### src/rtl/p2s_stream_scheduler.sv
// p2s_stream_scheduler: round-robin arbiter that snapshots one requester's word vector
// and streams it word by word over a valid/ready bus tagged with the requester id
module p2s_stream_scheduler #(
  parameter int N = 8,
  parameter int Length = 3,
  parameter int NumReq = 4,
  localparam int CW = $clog2(Length + 1),
  localparam int IW = $clog2(NumReq)
) (
  input  logic                                clk_i,
  input  logic                                rst_ni,
  input  logic [NumReq-1:0]                   req_i,
  output logic [NumReq-1:0]                   gnt_o,
  input  logic [NumReq-1:0][Length-1:0][N-1:0] data_i,
  input  logic [NumReq-1:0][CW-1:0]           count_i,
  output logic                                out_valid_o,
  input  logic                                out_ready_i,
  output logic [N-1:0]                        out_data_o,
  output logic                                out_last_o,
  output logic [IW-1:0]                       out_id_o,
  output logic                                busy_o
);
  typedef enum logic {IDLE, SHIFT} state_t;
  state_t state;
  logic [IW-1:0] rr_ptr, winner, cand, id;
  logic [CW-1:0] pos, len, win_len;
  logic [Length-1:0][N-1:0] bank;
  logic found, last;
  always_comb begin
    found = 1'b0;
    winner = '0;
    cand = '0;
    for (int k = 0; k < NumReq; k++) begin
      cand = IW'((int'(rr_ptr) + k) % NumReq);
      if (!found && req_i[cand]) begin
        found = 1'b1;
        winner = cand;
      end
    end
  end
  assign win_len = (count_i[winner] > CW'(Length)) ? CW'(Length) : count_i[winner];
  assign last = (pos == len - 1'b1);
  // Grant is combinational but must read as zero while reset is held
  assign gnt_o = (rst_ni && state == IDLE && found) ? {{(NumReq-1){1'b0}}, 1'b1} << winner : '0;
  assign busy_o = (state == SHIFT);
  assign out_valid_o = busy_o;
  assign out_data_o = busy_o ? bank[pos] : '0;
  assign out_last_o = busy_o && last;
  assign out_id_o = busy_o ? id : '0;
  always_ff @(posedge clk_i or negedge rst_ni) begin
    if (!rst_ni) begin
      state <= IDLE;
      rr_ptr <= '0;
      pos <= '0;
      len <= '0;
      id <= '0;
      bank <= '0;
    end else if (state == IDLE) begin
      if (found) begin
        bank <= data_i[winner];
        len <= win_len;
        id <= winner;
        pos <= '0;
        rr_ptr <= (int'(winner) == NumReq - 1) ? '0 : winner + 1'b1;
        state <= (win_len != '0) ? SHIFT : IDLE;
      end
    end else if (out_ready_i) begin
      pos <= last ? '0 : pos + 1'b1;
      state <= last ? IDLE : SHIFT;
    end
  end
endmodule

### config.mk
export PLATFORM = sky130hd
export DESIGN_NAME = p2s_stream_scheduler
export DESIGN_NICKNAME = d
export VERILOG_FILES = /design/src/rtl/p2s_stream_scheduler.sv
export SDC_FILE = /design/constraint.sdc
export NUM_CORES = 1
export LEC_CHECK = 0
export ABC_AREA = 1
export CAP_MARGIN = 20
export CORE_MARGIN = 2
export CORE_UTILIZATION = 43
export DETAILED_ROUTE_END_ITERATION = 8
export GPL_TIMING_DRIVEN = 0
export HOLD_SLACK_MARGIN = 0.06
export PLACE_DENSITY = 0.84
export SLEW_MARGIN = 0
export SYNTH_ARGS = -nofsm -noshare
export SYNTH_HDL_FRONTEND = slang
export SYNTH_SLANG_ARGS = --single-unit
### constraint.sdc
create_clock -name clk_i -period 2.98 [get_ports clk_i]
set_clock_uncertainty 0.05 [all_clocks]
set_input_delay 0.447 -clock clk_i [delete_from_list [all_inputs] [get_ports clk_i]]
set_output_delay 0.447 -clock clk_i [all_outputs]
set_load 0.03 [all_outputs]
==> run_results.csv, run 1 <==
group,metric,value,unit
status,run_status,"finished, final reports clean",
power,ir_drop,0.675,mV
power,power.density,1300,nW/um^2
power,pwr-share-clk,5.9,%
clock_network,cts_buffers,5,
critical_path,critPathLaunchType,"input port",
sta,slew_violations,0,
synth,ys_top_cells_by_area,"nand2_1, dfrtp_1, nand3_1",
global_routing,grt_pass1_wl,14.8,mm
critical_path,crit_required,2480,ps
critical_path,worst-r2r-setup-slack,750,ps
clock_network,clk_pin_slew,60,ps
synth,synth_top_family_by_area,"simple AND/OR/NAND/NOR gates",
die,die_w,86.5,um
critical_path,worstReg2RegStart,"rr_ptr[0]",
die,die_h,86.5,um
power,power.leakage,0.00230,uW
clock_network,cts_htree_levels,2,
die,start_util,43.8,%
critical_path,arrival,2340,ps
global_routing,grt_pass1_vias,3297,
die,die_area,7490,sq um
sta,worst_slew_pin_slew,757,ps
synth,syn_inst,492,
clock_network,cts_sinks,33,
synth,synth_area_leader_cell,"nand2_1",
critical_path,worstSetupPathType,"in2out",
placement,dp_cells,699,
layout,fin_area,4410,sq um
route,drc,0,
route,drt-initial-drc-count,199,
synth,synth_seq_area_share,28.2,%
clock_network,cts_tree,"yes",
hold_path,hp-class,"in2async",
job,drv_cap,0,
synth,muxShareOfSynthArea,0.342,%
synth,synthAdderAreaFrac,1.71,%
global_routing,grt.total_usage,24.8,%
synth,synth_area_per_cell,5.95,sq um
route,wirelength,9.38,mm
placement,dpl.hpwl,7.47,mm
layout,n_antenna_cell,0,
route,vias,3494,
sta,max_freq,352,MHz
placement,dpl-instance-area,4300,sq um
critical_path,reg2reg_to,"bank[16]",
synth,synth_warnings,0,
layout,area_growth,50.4,%
synth,synth_top_area_share,31.7,%
power,switchingPower,3180,uW
global_routing,overflow,0,
synth,synthXorXnorAreaFrac,0.299,%
layout,drive_above_1_share,8.51,%
synth,ys_types,29,
power,pwr-share-seq,15.0,%
critical_path,startpoint,"req_i[3]",
power,netSwitchingFraction,55.4,%
power,p_int,2560,uW
route,vias_per_cell,4.97,
sta,hold_viol,0,
route,wl_per_cell,13.3,um
die,design.core.area,6680,sq um
critical_path,path_max_fanout,11,
global_routing,grt_max_degree,35,
synth,synth_nets,607,
synth,netlist_area,2930,sq um
die,io_pins,128,
clock_network,root_buffer,"clkbuf_8",
layout,nNetsFinal,738,
clock_network,cts.path.max_buffers,2,
route,antenna_left,0,
placement,routabilityCongestion,0.973,
synth,ys_seq_elements,33,
sta,min_period_over_period,95.3,%
die,fp-row-count,30,
route,firstDrtPassIters,5,
synth,synth_compound_area_share,6.32,%
power,p_comb_share,79.0,%
placement,io_buffers,127,
synth,synth-simple-area-share,49.9,%
layout,fin_cells,703,
clock_network,clock_latency,280,ps
critical_path,critPathCapture,"gnt_o[1]",
sta,period_minus_slack,2840,ps
critical_path,ff2ff_path_depth,14,
global_routing,antenna_found_initial,0,
sta,setup_viol,0,
critical_path,cp-end-kind,"output port",
sta,relSlewSlack,49.5,%
[cells in the mapped netlist]
| cell | count |
|---|---|
| inv_1 | 49 |
| nand2_8 | 1 |
| nor2_4 | 1 |
| nand2_1 | 247 |
| nand4_1 | 9 |
| a21oi_4 | 1 |
| inv_2 | 3 |
| mux2i_1 | 1 |
| o211ai_1 | 5 |
| xnor2_1 | 1 |
| nand3_1 | 39 |
| or2_1 | 5 |
| ha_1 | 4 |
| o21ai_0 | 14 |
| clkbuf_1 | 4 |
| buf_4 | 7 |
| buf_2 | 6 |
| inv_8 | 1 |
| nand2_4 | 1 |
| nor2_8 | 1 |
| buf_6 | 6 |
| a21oi_1 | 9 |
| buf_8 | 1 |
| nor2_1 | 30 |
| dfrtp_1 | 33 |
| nand3_2 | 4 |
| o22ai_1 | 1 |
| nand2_2 | 6 |
| o21ai_1 | 2 |
[worst max-delay path, stage by stage]
cell and delay (ps):
clkdlybuf4s50_1 470, inv_1 50, nand2_1 70, nand3_1 100, nand2_1 120, inv_1 90, nand3_1 110, nand3_2 110
nand2_2 120, buf_6 180, ha_1 160, inv_1 40, nor2_1 100, buf_4 170
[per-stage QoR]
step	setup TNS [ps]	hold WS [ps]	worst slack, ps	utilization, %	total power (uW)
2_1_floorplan	0	101	421	-	3980
3_3_place_gp	-2500	416	-636	64.4	5180
3_5_place_dp	-2500	420	-675	64.3	5290
4_1_cts	0	205	13.5	65.5	5660
5_1_grt	-3.43	247	-2.85	65.9	6300
6_report	0	178	139	65.9	5740
[timing repair]
item	CTS	global route
pin swaps	0	1
buffers inserted	0	2
endpoints found under the setup margin	12	7
hold buffers	0	0
gates resized for setup	29	10
[power groups by stage]
| stage | logic, uW | registers, uW | clock network, uW |
|---|---|---|---|
| 6_report | 4540 | 862 | 341 |
| 5_1_grt | 5060 | 883 | 360 |
| 4_1_cts | 4480 | 836 | 342 |
| 3_5_place_dp | 4460 | 828 | 0 |
| 3_3_place_gp | 4360 | 822 | 0 |
| 2_1_floorplan | 3180 | 797 | 0 |
[how the worst min path moves through the flow]
stage,start,to,slack [ps],cells past startpoint
finish,rst_ni,bank[7],180,1
global route,rst_ni,bank[7],250,1
CTS,rst_ni,bank[3],200,1
detailed placement,bank[4],bank[4],420,2
global placement,bank[22],bank[22],420,2
floorplan,rst_ni,bank[0],100,0
[registers in the layout, indices dropped and copies added, names as in the netlist]
register and count:
busy_o 1, rr_ptr 2, len 2, id 2, bank 24, pos 2
[layout make-up]
cell class,count,area [sq um]
Inverter,53,216
Timing Repair Buffer,129,1270
Tap cell,80,100
Buffer,19,165
Fill cell,597,2280
Sequential cell,33,827
Clock buffer,7,86.3
Multi-Input combinational cell,382,1740
[kinds of logic (layout without fill, tap and decap cells)]
kind of cell,count (synthesis),in the layout
adder cells (fa/ha/maj),4,4
flip-flops,33,33
XOR/XNOR,1,1
multiplexers,1,1
buffers and inverters,77,208
AO/OA/AOI/OAI,32,32
AND/OR/NAND/NOR,344,344
[metal layers]
| layer | vias up | global-route usage (%) | part of all wire (%) |
|---|---|---|---|
| met4 | 0 | 7.53 | 1.5 |
| met2 | 137 | 40.7 | 49 |
| met3 | 14 | 3.43 | 6.1 |
| met1 | 1570 | 34.1 | 43 |
| li1 | 1773 | - | - |
| met5 | - | 0 | 0 |
[placed cells by master, fill, tap and decap left out, drive strengths merged]
| master | n |
|---|---|
| clkbuf | 8 |
| o211ai | 5 |
| or2 | 5 |
| dfrtp | 33 |
| inv | 53 |
| nand4 | 9 |
| nor2 | 32 |
| clkdlybuf4s50 | 122 |
| o21ai | 16 |
| nand3 | 43 |
| buf | 25 |
| xnor2 | 1 |
| nand2 | 255 |
| mux2i | 1 |
| ha | 4 |
| o22ai | 1 |
| a21oi | 10 |
Power figures use the tool's default switching activity.
==> inputs of run 2 (changes only) <==
--- a/config.mk
+++ b/config.mk
@@ -9,6 +9,7 @@
 export CAP_MARGIN = 20
 export CORE_MARGIN = 2
 export CORE_UTILIZATION = 43
+export CTS_CLUSTER_DIAMETER = 150
 export DETAILED_ROUTE_END_ITERATION = 8
 export GPL_TIMING_DRIVEN = 0
 export HOLD_SLACK_MARGIN = 0.06
==> results of run 2 <==
The final DEF is identical to that of run 1; final timing and power are the same.
==> inputs of run 3 (changes only) <==
--- a/config.mk
+++ b/config.mk
@@ -14,6 +14,7 @@
 export GPL_TIMING_DRIVEN = 0
 export HOLD_SLACK_MARGIN = 0.06
 export PLACE_DENSITY = 0.84
+export REMOVE_ABC_BUFFERS = 1
 export SLEW_MARGIN = 0
 export SYNTH_ARGS = -nofsm -noshare
 export SYNTH_HDL_FRONTEND = slang
==> run_results.csv, run 3 (synthesized netlist as in run 1, its figures left out) <==
group,metric,value,unit
placement,io_buffers,127,
critical_path,cpMaxStageDelayCell,"clkdlybuf4s50_1",
global_routing,grt_pass1_vias,3250,
clock_network,hold_buffers,0,
critical_path,path_buf_inv,6,
critical_path,cp-end-kind,"output port",
global_routing,grt_max_degree,35,
die,die_area,7490,sq um
critical_path,ff2ff_path_depth,13,
sta,tns,0,ps
power,power.leakage,0.00230,uW
global_routing,grt_pass1_wl,15.1,mm
placement,dpl.hpwl,6.21,mm
placement,dpl-instance-area,4120,sq um
critical_path,worstReg2RegStart,"rr_ptr[0]",
layout,drive_above_1_share,9.31,%
route,firstDrtPassIters,5,
layout,finish.utilization,66.3,%
global_routing,grt.total_usage,25.3,%
critical_path,worst-r2r-setup-slack,470,ps
layout,largest_register_ff_count,24,
critical_path,path_max_fanout,22,
critical_path,crit_required,2480,ps
critical_path,critPathLaunchType,"input port",
layout,layout_commonest_cell,"nand2_1",
sta,period_minus_slack,2890,ps
status,run_status,"finished, final reports clean",
layout,fin_area,4430,sq um
placement,dp_worst_setup_slack,-2250,ps
die,fp-row-count,30,
clock_network,clock_latency,290,ps
sta,slew_violations,0,
route,vias_per_cell,5.14,
critical_path,crit_chain,"clkdlybuf4s50_1 -> inv_1 -> nand2_1 -> nand3_1 -> nand2_2 -> nor2_4 -> nand3_4 -> nand3_4 -> buf_12 -> inv_16 -> ha_2 -> inv_1 -> nor2_1 -> buf_4",
die,design.core.area,6680,sq um
sta,hold_viol,0,
route,wl_per_cell,13.8,um
job,drv_cap,0,
critical_path,reg2reg_to,"bank[8]",
critical_path,slowest_delay,490,ps
die,start_util,43.8,%
route,vias,3611,
layout,fin_cells,703,
global_routing,overflow,0,
critical_path,worstSetupPathType,"in2out",
placement,dp_cells,675,
power,switchingPower,3330,uW
sta,worst_slew_pin_slew,762,ps
clock_network,cts_buffers,5,
layout,n_antenna_cell,0,
clock_network,clk_pin_slew,70,ps
power,pwr-share-clk,5.6,%
placement,routabilityCongestion,0.816,
critical_path,arrival,2400,ps
die,die_h,86.5,um
clock_network,cts.path.max_buffers,2,
layout,regMostFlops,"bank",
clock_network,cts_htree_levels,2,
power,ir_drop,0.776,mV
sta,max_freq,346,MHz
die,die_w,86.5,um
layout,nNetsFinal,737,
sta,finalWorstSetupSlack,87.3,ps
sta,relSlewSlack,49.2,%
route,drt-initial-drc-count,243,
power,netSwitchingFraction,56.9,%
clock_network,root_buffer,"clkbuf_8",
die,io_pins,128,
layout,fill_cells,588,
power,p_comb_share,79.4,%
clock_network,cts_sinks,33,
route,antenna_left,0,
power,power.density,1320,nW/um^2
power,p_int,2520,uW
layout,final_cell_mix,"nand2_1, clkdlybuf4s50_1, inv_1",
sta,min_period_over_period,97.1,%
hold_path,hp-class,"in2async",
sta,setup_viol,0,
critical_path,crit_family,"buffers and inverters",
power,pwr-share-seq,15.0,%
route,wirelength,9.67,mm
global_routing,antenna_found_initial,0,
route,drc,0,
layout,area_growth,51.3,%
clock_network,cts_tree,"yes",
## run 3: through the flow
step / power, uW / hold slack, ps
6_report: 5860 / 175
5_1_grt: 6420 / 243
4_1_cts: 5650 / 206
3_5_place_dp: 4770 / 421
3_3_place_gp: 4640 / 414
2_1_floorplan: 3570 / 101
## run 3: how the worst max path moves through the flow
stage                     cells after the start  slack, ps  startpoint       endpoint
final                                        14         90    req_i[1]       gnt_o[3]
after global routing                          5        -30      pos[1]  out_data_o[4]
after CTS                                    12        0.1    req_i[3]       gnt_o[0]
after detailed placement                     13      -2250    req_i[3]       gnt_o[3]
after global placement                       13      -2130    req_i[3]       gnt_o[3]
after floorplan                              12       -640   rr_ptr[0]       gnt_o[1]
## run 3: final cells by class
cell class | instances | area [sq um] | area share (%)
sequential | 33 | 827 | 18.7
tap | 80 | 100 | 2.26
inverter | 53 | 235 | 5.31
multi-input combinational | 385 | 1790 | 40.4
clock inverter | 2 | 10.0 | 0.226
timing repair buffer | 143 | 1390 | 31.3
clock buffer | 6 | 72.6 | 1.64
timing repair inverter | 1 | 8.76 | 0.198
## run 3: power by group through the flow
stage          logic, uW  clock network, uW  registers (uW)
6_report            4650                328             877
5_1_grt             5170                344             906
4_1_cts             4440                329             878
3_5_place_dp        3890                  0             879
3_3_place_gp        3780                  0             866
2_1_floorplan       2730                  0             848
## run 3: what timing repair did
action	in CTS	in global routing
gates cloned	3	1
pin swaps	3	3
gates resized for setup	31	17
setup endpoints to repair	41	12
buffers inserted	9	7
## run 3: routing by layer
metal,share of wire [%],vias to the layer above,global-route usage [%]
li1,-,1782,-
met1,38,1632,30.2
met2,50,168,45.0
met3,8.4,29,5.14
met4,3.0,0,8.52
met5,0,-,0
## run 3: worst reg2reg max path, cell delays in order, from the launching register on
cell and delay (ps):
dfrtp_2 500, inv_8 120, nand2_1 70, nand2_2 110, nand2_1 80, inv_1 100, nor2_2 60, nand3_4 160
buf_4 230, nand3_2 510, nand2_1 210, nand2_1 80, nand2_1 60, nand3_1 70
